`config.mk`:
```
export PLATFORM = sky130hd
export DESIGN_NAME = uart_tx_flat
export DESIGN_NICKNAME = d
export VERILOG_FILES = /design/src/rtl/uart_pkg.sv /design/src/rtl/uart_tx_if.sv /design/src/rtl/uart_tx_fifo.sv /design/src/rtl/uart_tx.sv /design/src/flat_wrapper.sv
export SDC_FILE = /design/constraint.sdc
export NUM_CORES = 1
export LEC_CHECK = 0
export CAP_MARGIN = 0
export CORE_MARGIN = 4
export CORE_UTILIZATION = 40
export DETAILED_ROUTE_END_ITERATION = 10
export GPL_TIMING_DRIVEN = 0
export SLEW_MARGIN = 0
export SYNTH_ARGS = -nofsm -noshare
export SYNTH_HDL_FRONTEND = slang
export SYNTH_HIERARCHICAL = 1
export SYNTH_SLANG_ARGS = --single-unit
```
`constraint.sdc`:
```
create_clock -name clk -period 3.3 [get_ports clk]
set_input_delay 0.33 -clock clk [delete_from_list [all_inputs] [get_ports clk]]
set_output_delay 0.33 -clock clk [all_outputs]
set_load 0.05 [all_outputs]
```
`src/rtl/uart_pkg.sv`:
```
// rtl/uart_pkg.sv - shared types and constants for the uart_tx slice
// Contents: shifter state enum, frame geometry, default parameter values.

package uart_pkg;

  typedef enum logic [1:0] {
    IDLE  = 2'd0,
    START = 2'd1,
    DATA  = 2'd2,
    STOP  = 2'd3
  } uart_state_t;

  localparam int DATA_BITS          = 8;
  localparam int FRAME_BITS         = 10;
  localparam int DEFAULT_BAUD_DIV   = 217;  // 25 MHz / 115200
  localparam int DEFAULT_FIFO_DEPTH = 8;

endpackage

```
`src/rtl/uart_tx_if.sv`:
```
// rtl/uart_tx_if.sv - write/status bundle between I/O decode and uart_tx
// Signals:
//   wr_en, wr_data      byte write strobe and data (master -> slave)
//   ready               FIFO not full (slave -> master)
//   busy, level         activity and FIFO occupancy 0..FIFO_DEPTH
//   overflow            sticky dropped-write flag
//   txd                 serial line, idle high

interface uart_tx_if
  import uart_pkg::*;
#(
  parameter int FIFO_DEPTH = DEFAULT_FIFO_DEPTH
);

  logic                          wr_en;
  logic [DATA_BITS-1:0]          wr_data;
  logic                          ready;
  logic                          busy;
  logic [$clog2(FIFO_DEPTH):0]   level;
  logic                          overflow;
  logic                          txd;

  modport master (
    output wr_en,
    output wr_data,
    input  ready,
    input  busy,
    input  level,
    input  overflow,
    input  txd
  );

  modport slave (
    input  wr_en,
    input  wr_data,
    output ready,
    output busy,
    output level,
    output overflow,
    output txd
  );

endinterface

```
`src/rtl/uart_tx_fifo.sv`:
```
// rtl/uart_tx_fifo.sv - synchronous circular byte FIFO
// Ports:
//   clk, rst            clock, synchronous active-high reset
//   push, push_data     write request; ignored while full
//   pop, pop_data       read request; pop_data is the current head (show-ahead)
//   level, full, empty  occupancy status, all derived from the registered count

module uart_tx_fifo #(
  parameter int DEPTH = 8,
  parameter int WIDTH = 8
) (
  input  logic                    clk,
  input  logic                    rst,
  input  logic                    push,
  input  logic [WIDTH-1:0]        push_data,
  input  logic                    pop,
  output logic [WIDTH-1:0]        pop_data,
  output logic [$clog2(DEPTH):0]  level,
  output logic                    full,
  output logic                    empty
);

  localparam int PTR_W = $clog2(DEPTH);
  localparam int LVL_W = PTR_W + 1;

  logic [WIDTH-1:0] mem [DEPTH];
  logic [PTR_W-1:0] wr_ptr;
  logic [PTR_W-1:0] rd_ptr;
  logic [LVL_W-1:0] count;
  logic             do_push;
  logic             do_pop;

  // Full/empty come from the registered count, so a pop in the same cycle
  // never makes room for a push that arrives while full.
  assign full     = (count == LVL_W'(DEPTH));
  assign empty    = (count == '0);
  assign do_push  = push && !full;
  assign do_pop   = pop && !empty;
  assign pop_data = mem[rd_ptr];
  assign level    = count;

  always_ff @(posedge clk) begin
    if (do_push) begin
      mem[wr_ptr] <= push_data;
    end
  end

  // Pointers are exactly log2(DEPTH) bits wide and wrap on their own.
  always_ff @(posedge clk) begin
    if (rst) begin
      wr_ptr <= '0;
      rd_ptr <= '0;
      count  <= '0;
    end else begin
      if (do_push) begin
        wr_ptr <= wr_ptr + 1'b1;
      end
      if (do_pop) begin
        rd_ptr <= rd_ptr + 1'b1;
      end
      case ({do_push, do_pop})
        2'b10:   count <= count + 1'b1;
        2'b01:   count <= count - 1'b1;
        default: count <= count;
      endcase
    end
  end

endmodule

```
`src/rtl/uart_tx.sv`:
```
// rtl/uart_tx.sv - 8N1 serial transmitter fed by a byte FIFO
// Ports:
//   clk   system clock
//   rst   synchronous active-high reset
//   bus   uart_tx_if.slave: wr_en/wr_data in; ready, busy, level, overflow, txd out
// Parameters:
//   BAUD_DIV    clock cycles per serial bit (>= 2)
//   FIFO_DEPTH  byte entries (power of two, >= 2)

module uart_tx
  import uart_pkg::*;
#(
  parameter int BAUD_DIV   = DEFAULT_BAUD_DIV,
  parameter int FIFO_DEPTH = DEFAULT_FIFO_DEPTH
) (
  input  logic     clk,
  input  logic     rst,
  uart_tx_if.slave bus
);

  localparam int                CNT_W       = $clog2(BAUD_DIV);
  localparam int                LVL_W       = $clog2(FIFO_DEPTH) + 1;
  localparam logic [CNT_W-1:0]  BAUD_RELOAD = CNT_W'(BAUD_DIV - 1);
  localparam logic [2:0]        LAST_BIT    = 3'(DATA_BITS - 1);

  uart_state_t           state;
  logic [CNT_W-1:0]      baud_cnt;
  logic [2:0]            bit_idx;
  logic [DATA_BITS-1:0]  shift;
  logic                  txd_q;
  logic                  overflow_q;

  logic [DATA_BITS-1:0]  pop_data;
  logic [LVL_W-1:0]      fifo_level;
  logic                  fifo_full;
  logic                  fifo_empty;
  logic                  bit_end;
  logic                  load;

  assign bit_end = (baud_cnt == '0);

  // A byte is taken from the FIFO either from IDLE or at the very end of a
  // stop bit; the latter chains frames back to back with no idle gap.
  assign load = !fifo_empty && ((state == IDLE) || (state == STOP && bit_end));

  uart_tx_fifo #(
    .DEPTH (FIFO_DEPTH),
    .WIDTH (DATA_BITS)
  ) u_fifo (
    .clk       (clk),
    .rst       (rst),
    .push      (bus.wr_en),
    .push_data (bus.wr_data),
    .pop       (load),
    .pop_data  (pop_data),
    .level     (fifo_level),
    .full      (fifo_full),
    .empty     (fifo_empty)
  );

  always_ff @(posedge clk) begin
    if (rst) begin
      overflow_q <= 1'b0;
    end else if (bus.wr_en && fifo_full) begin
      overflow_q <= 1'b1;
    end
  end

  always_ff @(posedge clk) begin
    if (rst) begin
      state    <= IDLE;
      txd_q    <= 1'b1;
      baud_cnt <= '0;
      bit_idx  <= '0;
      shift    <= '0;
    end else begin
      case (state)
        IDLE: begin
          if (load) begin
            shift    <= pop_data;
            baud_cnt <= BAUD_RELOAD;
            txd_q    <= 1'b0;
            state    <= START;
          end else begin
            txd_q <= 1'b1;
          end
        end

        START: begin
          if (bit_end) begin
            baud_cnt <= BAUD_RELOAD;
            txd_q    <= shift[0];
            bit_idx  <= '0;
            state    <= DATA;
          end else begin
            baud_cnt <= baud_cnt - 1'b1;
          end
        end

        DATA: begin
          if (bit_end) begin
            baud_cnt <= BAUD_RELOAD;
            shift    <= {1'b0, shift[DATA_BITS-1:1]};
            if (bit_idx == LAST_BIT) begin
              txd_q <= 1'b1;
              state <= STOP;
            end else begin
              // shift[1] is the bit that becomes shift[0] after this edge.
              txd_q   <= shift[1];
              bit_idx <= bit_idx + 1'b1;
            end
          end else begin
            baud_cnt <= baud_cnt - 1'b1;
          end
        end

        STOP: begin
          if (bit_end) begin
            if (load) begin
              shift    <= pop_data;
              baud_cnt <= BAUD_RELOAD;
              txd_q    <= 1'b0;
              state    <= START;
            end else begin
              txd_q <= 1'b1;
              state <= IDLE;
            end
          end else begin
            baud_cnt <= baud_cnt - 1'b1;
          end
        end

        default: begin
          txd_q <= 1'b1;
          state <= IDLE;
        end
      endcase
    end
  end

  assign bus.ready    = !fifo_full;
  assign bus.busy     = !fifo_empty || (state != IDLE);
  assign bus.level    = fifo_level;
  assign bus.overflow = overflow_q;
  assign bus.txd      = txd_q;

endmodule

```
`src/flat_wrapper.sv`:
```
// flat-port wrapper written by rule: the top's interface ports become plain ports
module uart_tx_flat import uart_pkg::*;
#(
  parameter int BAUD_DIV   = DEFAULT_BAUD_DIV,
  parameter int FIFO_DEPTH = DEFAULT_FIFO_DEPTH
)
  (clk, rst, bus_wr_en, bus_wr_data, bus_ready, bus_busy, bus_level, bus_overflow, bus_txd);
  uart_tx_if #(.FIFO_DEPTH(FIFO_DEPTH)) bus_i ();
  input  logic clk;
  input  logic rst;
  input wire logic [$bits(bus_i.wr_en)-1:0] bus_wr_en;
  input wire logic [$bits(bus_i.wr_data)-1:0] bus_wr_data;
  output wire logic [$bits(bus_i.ready)-1:0] bus_ready;
  output wire logic [$bits(bus_i.busy)-1:0] bus_busy;
  output wire logic [$bits(bus_i.level)-1:0] bus_level;
  output wire logic [$bits(bus_i.overflow)-1:0] bus_overflow;
  output wire logic [$bits(bus_i.txd)-1:0] bus_txd;
  assign bus_i.wr_en = bus_wr_en;
  assign bus_i.wr_data = bus_wr_data;
  assign bus_ready = bus_i.ready;
  assign bus_busy = bus_i.busy;
  assign bus_level = bus_i.level;
  assign bus_overflow = bus_i.overflow;
  assign bus_txd = bus_i.txd;
  uart_tx #(.BAUD_DIV(BAUD_DIV), .FIFO_DEPTH(FIFO_DEPTH)) u_core (.clk(clk), .rst(rst), .bus(bus_i));
endmodule
```
==> impl_metrics.tcl, run 1 <==
set metrics [dict create \
    yosysTopAreaCell "edfxtp_1" \
    synth-edff-count 64 \
    synth_fp_nets 346 \
    synth_top_area_share 0.423 \
    vias 2769 \
    cp.required_ns 3.57 \
    r2r-start "u_core/baud_cnt[0]" \
    reg2reg_slack_ns 0.33 \
    fin_crit_sh 0.899 \
    grt-ovfl-total 0 \
    p_per_area_mw_per_mm2 894 \
    worst_pin_slew_ns 0.905 \
    setup_tns_ns 0 \
    leakage_nw 1.83 \
    final-hold-violation-count 0 \
    routed_wirelength_um 8440 \
    grt_use_total 0.139 \
    max_slew_margin 0.381 \
    worstPathArrival_ns 3.24 \
    hp-start "u_core/bus.txd" \
    hp-class "flop to flop" \
    clock_skew_ns 0.0105 \
    outcome "completed" \
    place_ws_ns 0.0214 \
    drc 0 \
    avgSynthCellArea_um2 14.1 \
    finalSetupViolCount 0 \
    end_kind "flop" \
    critPathLaunchType "flop" \
    syn_to_final_growth_pct 16.5 \
    gp_congestion 0.767 \
    post_drt_wl_per_cell_um 16.8 \
    tritoncts "yes" \
    rsz0062_at_grt "false" \
    grt_pass1_vias 2746 \
    register_area_mm2 0.00264 \
    start_util 0.413 \
    multiInputGateArea_mm2 0.00178 \
    rows 38 \
    cts.clk_slew.worst_paths_ns 0.07 \
    holdWs_ns 0.489 \
    async_flop_share 0 \
    netlist_instances 321 \
    ir_worst_vdd_uv 371 \
    p_sw_frac 0.364 \
    synth-seq-area-share 0.582 \
    cap_violations 0 \
    viasPerCell 5.50 \
    drv_slew 0 \
    ys.warnings.count 6 \
    synth_area_leaders "edfxtp_1, dfxtp_1, mux4_1" \
    p_total_mw 4.73 \
    die_w_um 115 \
    fin_area_mm2 0.00529 \
    die_area_mm2 0.0131 \
    cp_max_fo 6 \
    fillers 960 \
    synth_area_mm2 0.00454 \
    grt_pass1_wl_um 14200 \
    p_comb_frac 0.420 \
    hold_end "u_core/bus.txd" \
    setup_slack_ns 0.334 \
    cts_htree_levels 3 \
    max_freq_ghz 0.337 \
    final.min_clock_period_ns 2.97 \
    antennaDiodeCount 0 \
    antenna_found_initial 0 \
    ys_ff_latch 100 \
    synth_ff_type "edfxtp_1" \
    ant_nets 0 \
    drive_gt1_frac 0.196 \
    pwr-share-seq 0.353 \
    clockPowerShare 0.227 \
    clk_latency_ns 0.34 \
    core_area_mm2 0.0110 \
    cts.sinks 100 \
    ys_types 63 \
    num-nets-final 383 \
    die_y_um 115 \
    p_int_mw 3.01 \
    p_switching_mw 1.72 \
    r2r-end "u_core/u_fifo/level[2]" \
    io_buffers 18 \
    holdBufCountCts 0 \
    clk_path_buf_depth 2 \
    placedInstanceArea_mm2 0.00493 \
    dr.pass1.iters 6 \
    cts_buffers 9 \
    dpl.hpwl_um 5780 \
    grt_max_degree 19 \
    num_io_pins 19 \
    drt_iter0_drc 215 \
    cts_root_buf "clkbuf_16" \
    rr_worst_depth 13 \
    min_path_cells 2 \
    critPathKind "flop to flop" \
]
kinds of logic (layout without fill, tap and decap cells):
| logic type | count (synthesis) | count (layout) | share of synthesized area |
|---|---|---|---|
| AO/OA/AOI/OAI | 63 | 63 | 0.0989 |
| XOR/XNOR | 8 | 8 | 0.0171 |
| adder cells (fa/ha/maj) | 14 | 14 | 0.0386 |
| buffers and inverters | 24 | 66 | 0.0317 |
| flip-flops | 100 | 100 | 0.582 |
| multiplexers | 35 | 35 | 0.130 |
| AND/OR/NAND/NOR | 77 | 77 | 0.101 |
timing repair:
item	4_1_cts	5_1_grt
setup endpoints to repair	1	3
pin swaps	0	0
hold endpoints to repair	0	0
gates resized for setup	1	1
setup buffers	0	5
power groups by stage:
| stage | clock network, mW | registers (mW) | logic, mW |
|---|---|---|---|
| finish | 1.07 | 1.67 | 1.99 |
| global route | 1.16 | 1.70 | 2.20 |
| CTS | 1.11 | 1.67 | 1.93 |
| detailed placement | 0 | 1.69 | 1.92 |
| global placement | 0 | 1.68 | 1.88 |
| floorplan | 0 | 1.75 | 1.39 |
worst max-delay path, cell delays in order (launching register included):
cell and delay (ns):
dfxtp_1 0.33, inv_1 0.09, ha_1 0.22, nor3b_4 0.31, a31oi_1 0.22, nor2_1 0.17
o41a_1 0.27, ha_1 0.30, xor2_1 0.17, ha_1 0.16, a21oi_1 0.05, xor2_1 0.15
or3_1 0.31, a21oi_1 0.14
cells in the mapped netlist, drive strengths merged (3+ instances only):
cell	n
a311oi	8
mux2	9
nand2b	3
or4	3
mux4	16
nor3b	3
dfxtp	36
a31oi	3
inv	9
mux2i	10
ha	14
edfxtp	64
nand2	7
xor2	6
a21oi	20
buf	10
nand3	6
nor2	29
nor3	7
nor4	6
clkbuf	5
o21ai	11
stage by stage:
step	util	instances
after floorplan	-	321
after global placement	0.446	479
after detailed placement	0.449	482
after CTS	0.478	498
after global routing	0.482	503
final	0.482	503
flip-flops by register name (all words and copies together) (netlist names), named ones only:
| register | count |
|---|---|
| u_core/u_fifo/level | 4 |
| u_core/bus.overflow | 1 |
| u_core/u_fifo/rd_ptr | 3 |
| u_core/u_fifo/wr_ptr | 3 |
| u_core/u_fifo/mem | 64 |
| u_core/shift | 8 |
| u_core/baud_cnt | 8 |
| u_core/bit_idx | 3 |
| u_core/state | 2 |
| u_core/bus.txd | 1 |
worst max path at each step:
stage                                       from                endpoint  slack (ns)  cells past startpoint
after floorplan           u_core/u_fifo/level[1]  u_core/u_fifo/level[2]        0.30                     11
after global placement        u_core/baud_cnt[0]  u_core/u_fifo/level[2]        0.05                     13
after detailed placement      u_core/baud_cnt[0]  u_core/u_fifo/level[2]        0.02                     13
after CTS                 u_core/u_fifo/level[1]  u_core/u_fifo/level[2]        0.05                     11
after global routing          u_core/baud_cnt[0]  u_core/u_fifo/level[2]        0.04                     13
final                         u_core/baud_cnt[0]  u_core/u_fifo/level[2]        0.33                     13
per-layer routing:
layer / up-vias / global-route usage / routed length [um]
met5: - / 0 / 0
met4: 0 / 0.0412 / 79
met3: 7 / 0.0381 / 270
met2: 47 / 0.225 / 4190
met1: 1371 / 0.183 / 3900
li1: 1344 / - / -
cell type report:
type,count,share of cell area
buffer,15,0.0208
tap,140,0.0331
sequential,100,0.500
clock buffer,10,0.0433
multi-input combinational,197,0.337
inverter,9,0.00639
timing repair buffer,26,0.0454
clock inverter,6,0.0144
layout by cell type, fill, tap and decap left out, drive strengths merged, types with 2 or more instances in the layout:
master	synthesis	final
a21oi	20	20
nor2b	2	2
nor3	7	7
or4	3	3
o31ai	2	2
xor2	6	6
o221a	2	2
o211a	2	2
a2bb2oi	2	2
xnor2	2	2
edfxtp	64	64
nor2	29	29
ha	14	14
mux4	16	16
a311oi	8	8
a31oi	3	3
mux2	9	9
dfxtp	36	36
inv	9	14
buf	10	18
o22ai	2	2
nor4	6	6
nand3	6	6
nand2b	3	3
a32oi	2	2
nor3b	3	3
o21ai	11	11
or3b	2	2
clkbuf	5	15
mux2i	10	10
nand2	7	7
clkdlybuf4s50	0	18
No activity file was read; power rests on OpenSTA's default activity.
==> run 2, diff against run 1 <==
==> constraint.sdc (replaced) <==
create_clock -name clk -period 3.6 [get_ports clk]
set_input_delay 0.36 -clock clk [delete_from_list [all_inputs] [get_ports clk]]
set_output_delay 0.36 -clock clk [all_outputs]
set_load 0.05 [all_outputs]
==> impl_metrics.tcl, run 2 (synthesis gave the netlist of run 1 again) <==
set metrics [dict create \
    crit_chain "inv_1, ha_1, nor3b_4, a31oi_1, nor2_1, o41a_1, ha_1, xor2_1, ha_1, a21oi_1, xor2_1, or3_1, a21oi_1" \
    dr.pass1.iters 7 \
    cts_htree_levels 3 \
    cts_setup_buffers 0 \
    final.min_clock_period_ns 3.18 \
    largestRegisters "u_core/u_fifo/mem x64, u_core/baud_cnt x8, u_core/shift x8" \
    grt_max_degree 19 \
    final-hold-violation-count 0 \
    fin_area_mm2 0.00525 \
    finalSetupViolCount 0 \
    largest-register "u_core/u_fifo/mem" \
    p_switching_mw 1.57 \
    cts.clk_slew.worst_paths_ns 0.07 \
    hp-class "flop to flop" \
    clock_skew_ns 0.0106 \
    rows 38 \
    core_area_mm2 0.0110 \
    antenna_found_initial 0 \
    viasPerCell 5.50 \
    outcome "completed" \
    p_int_mw 2.71 \
    dpl.hpwl_um 5780 \
    holdBufCountCts 0 \
    place_inst 482 \
    syn_to_final_growth_pct 15.7 \
    worst_pin_slew_ns 0.907 \
    leakage_nw 1.80 \
    cap_violations 0 \
    final_common_cell "edfxtp_1" \
    crit_slowest_cell "nor3b_4" \
    ant_nets 0 \
    pwr-share-seq 0.358 \
    drc 0 \
    post_drt_wl_per_cell_um 16.9 \
    io_buffers 18 \
    die_y_um 115 \
    setup_slack_ns 0.422 \
    cts_buffers 9 \
    end_kind "flop" \
    vias 2741 \
    die_area_mm2 0.0131 \
    critPathLaunchType "flop" \
    routed_wirelength_um 8400 \
    grt_pass1_vias 2748 \
    final_cell_mix "edfxtp_1, dfxtp_1, nor2_1, a21oi_1, clkdlybuf4s50_1" \
    hp-start "u_core/bus.txd" \
    worstPathArrival_ns 3.45 \
    holdWs_ns 0.488 \
    r2r-start "u_core/baud_cnt[0]" \
    num-nets-final 378 \
    p_per_area_mw_per_mm2 815 \
    place_ws_ns 0.321 \
    antennaDiodeCount 0 \
    p_total_mw 4.28 \
    clk_path_buf_depth 2 \
    path_buf_inv 1 \
    fin_crit_sh 0.883 \
    ir_worst_vdd_uv 340 \
    cp.required_ns 3.87 \
    grt-ovfl-total 0 \
    critPathLaunch "u_core/baud_cnt[0]" \
    tritoncts "yes" \
    max_freq_ghz 0.315 \
    grt_use_total 0.139 \
    cts.sinks 100 \
    cp_common_cell "ha_1" \
    drt_iter0_drc 213 \
    max_slew_margin 0.380 \
    cts_root_buf "clkbuf_16" \
    placedInstanceArea_mm2 0.00493 \
    clk_latency_ns 0.34 \
    drv_slew 0 \
    die_w_um 115 \
    utilization 0.478 \
    cp_max_fo 9 \
    p_sw_frac 0.366 \
    rsz0062_at_grt "false" \
    final_cells 498 \
    gp_congestion 0.767 \
    setup_tns_ns 0 \
    largest_reg_flops 64 \
    cp_slowest_stage_delay_ns 0.43 \
    p_comb_frac 0.413 \
    critPathKind "flop to flop" \
    grt_pass1_wl_um 14200 \
    num_io_pins 19 \
    clockPowerShare 0.230 \
    start_util 0.413 \
    drive_gt1_frac 0.184 \
    crit_family "simple AND/OR/NAND/NOR gates" \
]
-- run 2: area by class of cell --
cell class / count / area, um2
Sequential cell: 100 / 2640
Inverter: 9 / 33.8
Tap cell: 140 / 175
Timing Repair Buffer: 21 / 203
Clock buffer: 10 / 229
Buffer: 15 / 110
Fill cell: 966 / 5730
Clock inverter: 6 / 76.3
Multi-Input combinational cell: 197 / 1780
-- run 2: worst min-delay path: cells and delay by family, from the launching register on --
family,cells,cell delay (ns)
DFF,1,0.33
AOI/OAI and AO/OA,2,0.12
-- run 2: repair_timing --
item                                    CTS  global route
resized for setup                         0             2
endpoints found under the hold margin     0             0
endpoints found under the setup margin    0             1
-- run 2: power groups by stage --
| stage | registers (mW) | logic [mW] | clock network, mW |
|---|---|---|---|
| after floorplan | 1.60 | 1.27 | 0 |
| after global placement | 1.54 | 1.72 | 0 |
| after detailed placement | 1.55 | 1.76 | 0 |
| after CTS | 1.52 | 1.76 | 1.02 |
| after global routing | 1.56 | 1.96 | 1.06 |
| final | 1.53 | 1.77 | 0.983 |
-- run 2: metal layers --
| layer | GRT usage | vias up | share of wire |
|---|---|---|---|
| met5 | 0 | - | 0 |
| met4 | 0.0412 | 0 | 0.0094 |
| met3 | 0.0381 | 7 | 0.042 |
| met2 | 0.225 | 61 | 0.49 |
| met1 | 0.184 | 1343 | 0.45 |
| li1 | - | 1330 | - |
-- run 2: worst paths after layout --
path	end	slack, ns	cells past startpoint
setup / recovery	u_core/u_fifo/level[2]	0.42	13
hold / removal	u_core/bus.txd	0.49	2
setup reg to reg	u_core/u_fifo/level[2]	0.42	13
hold reg to reg	u_core/bus.txd	0.49	2
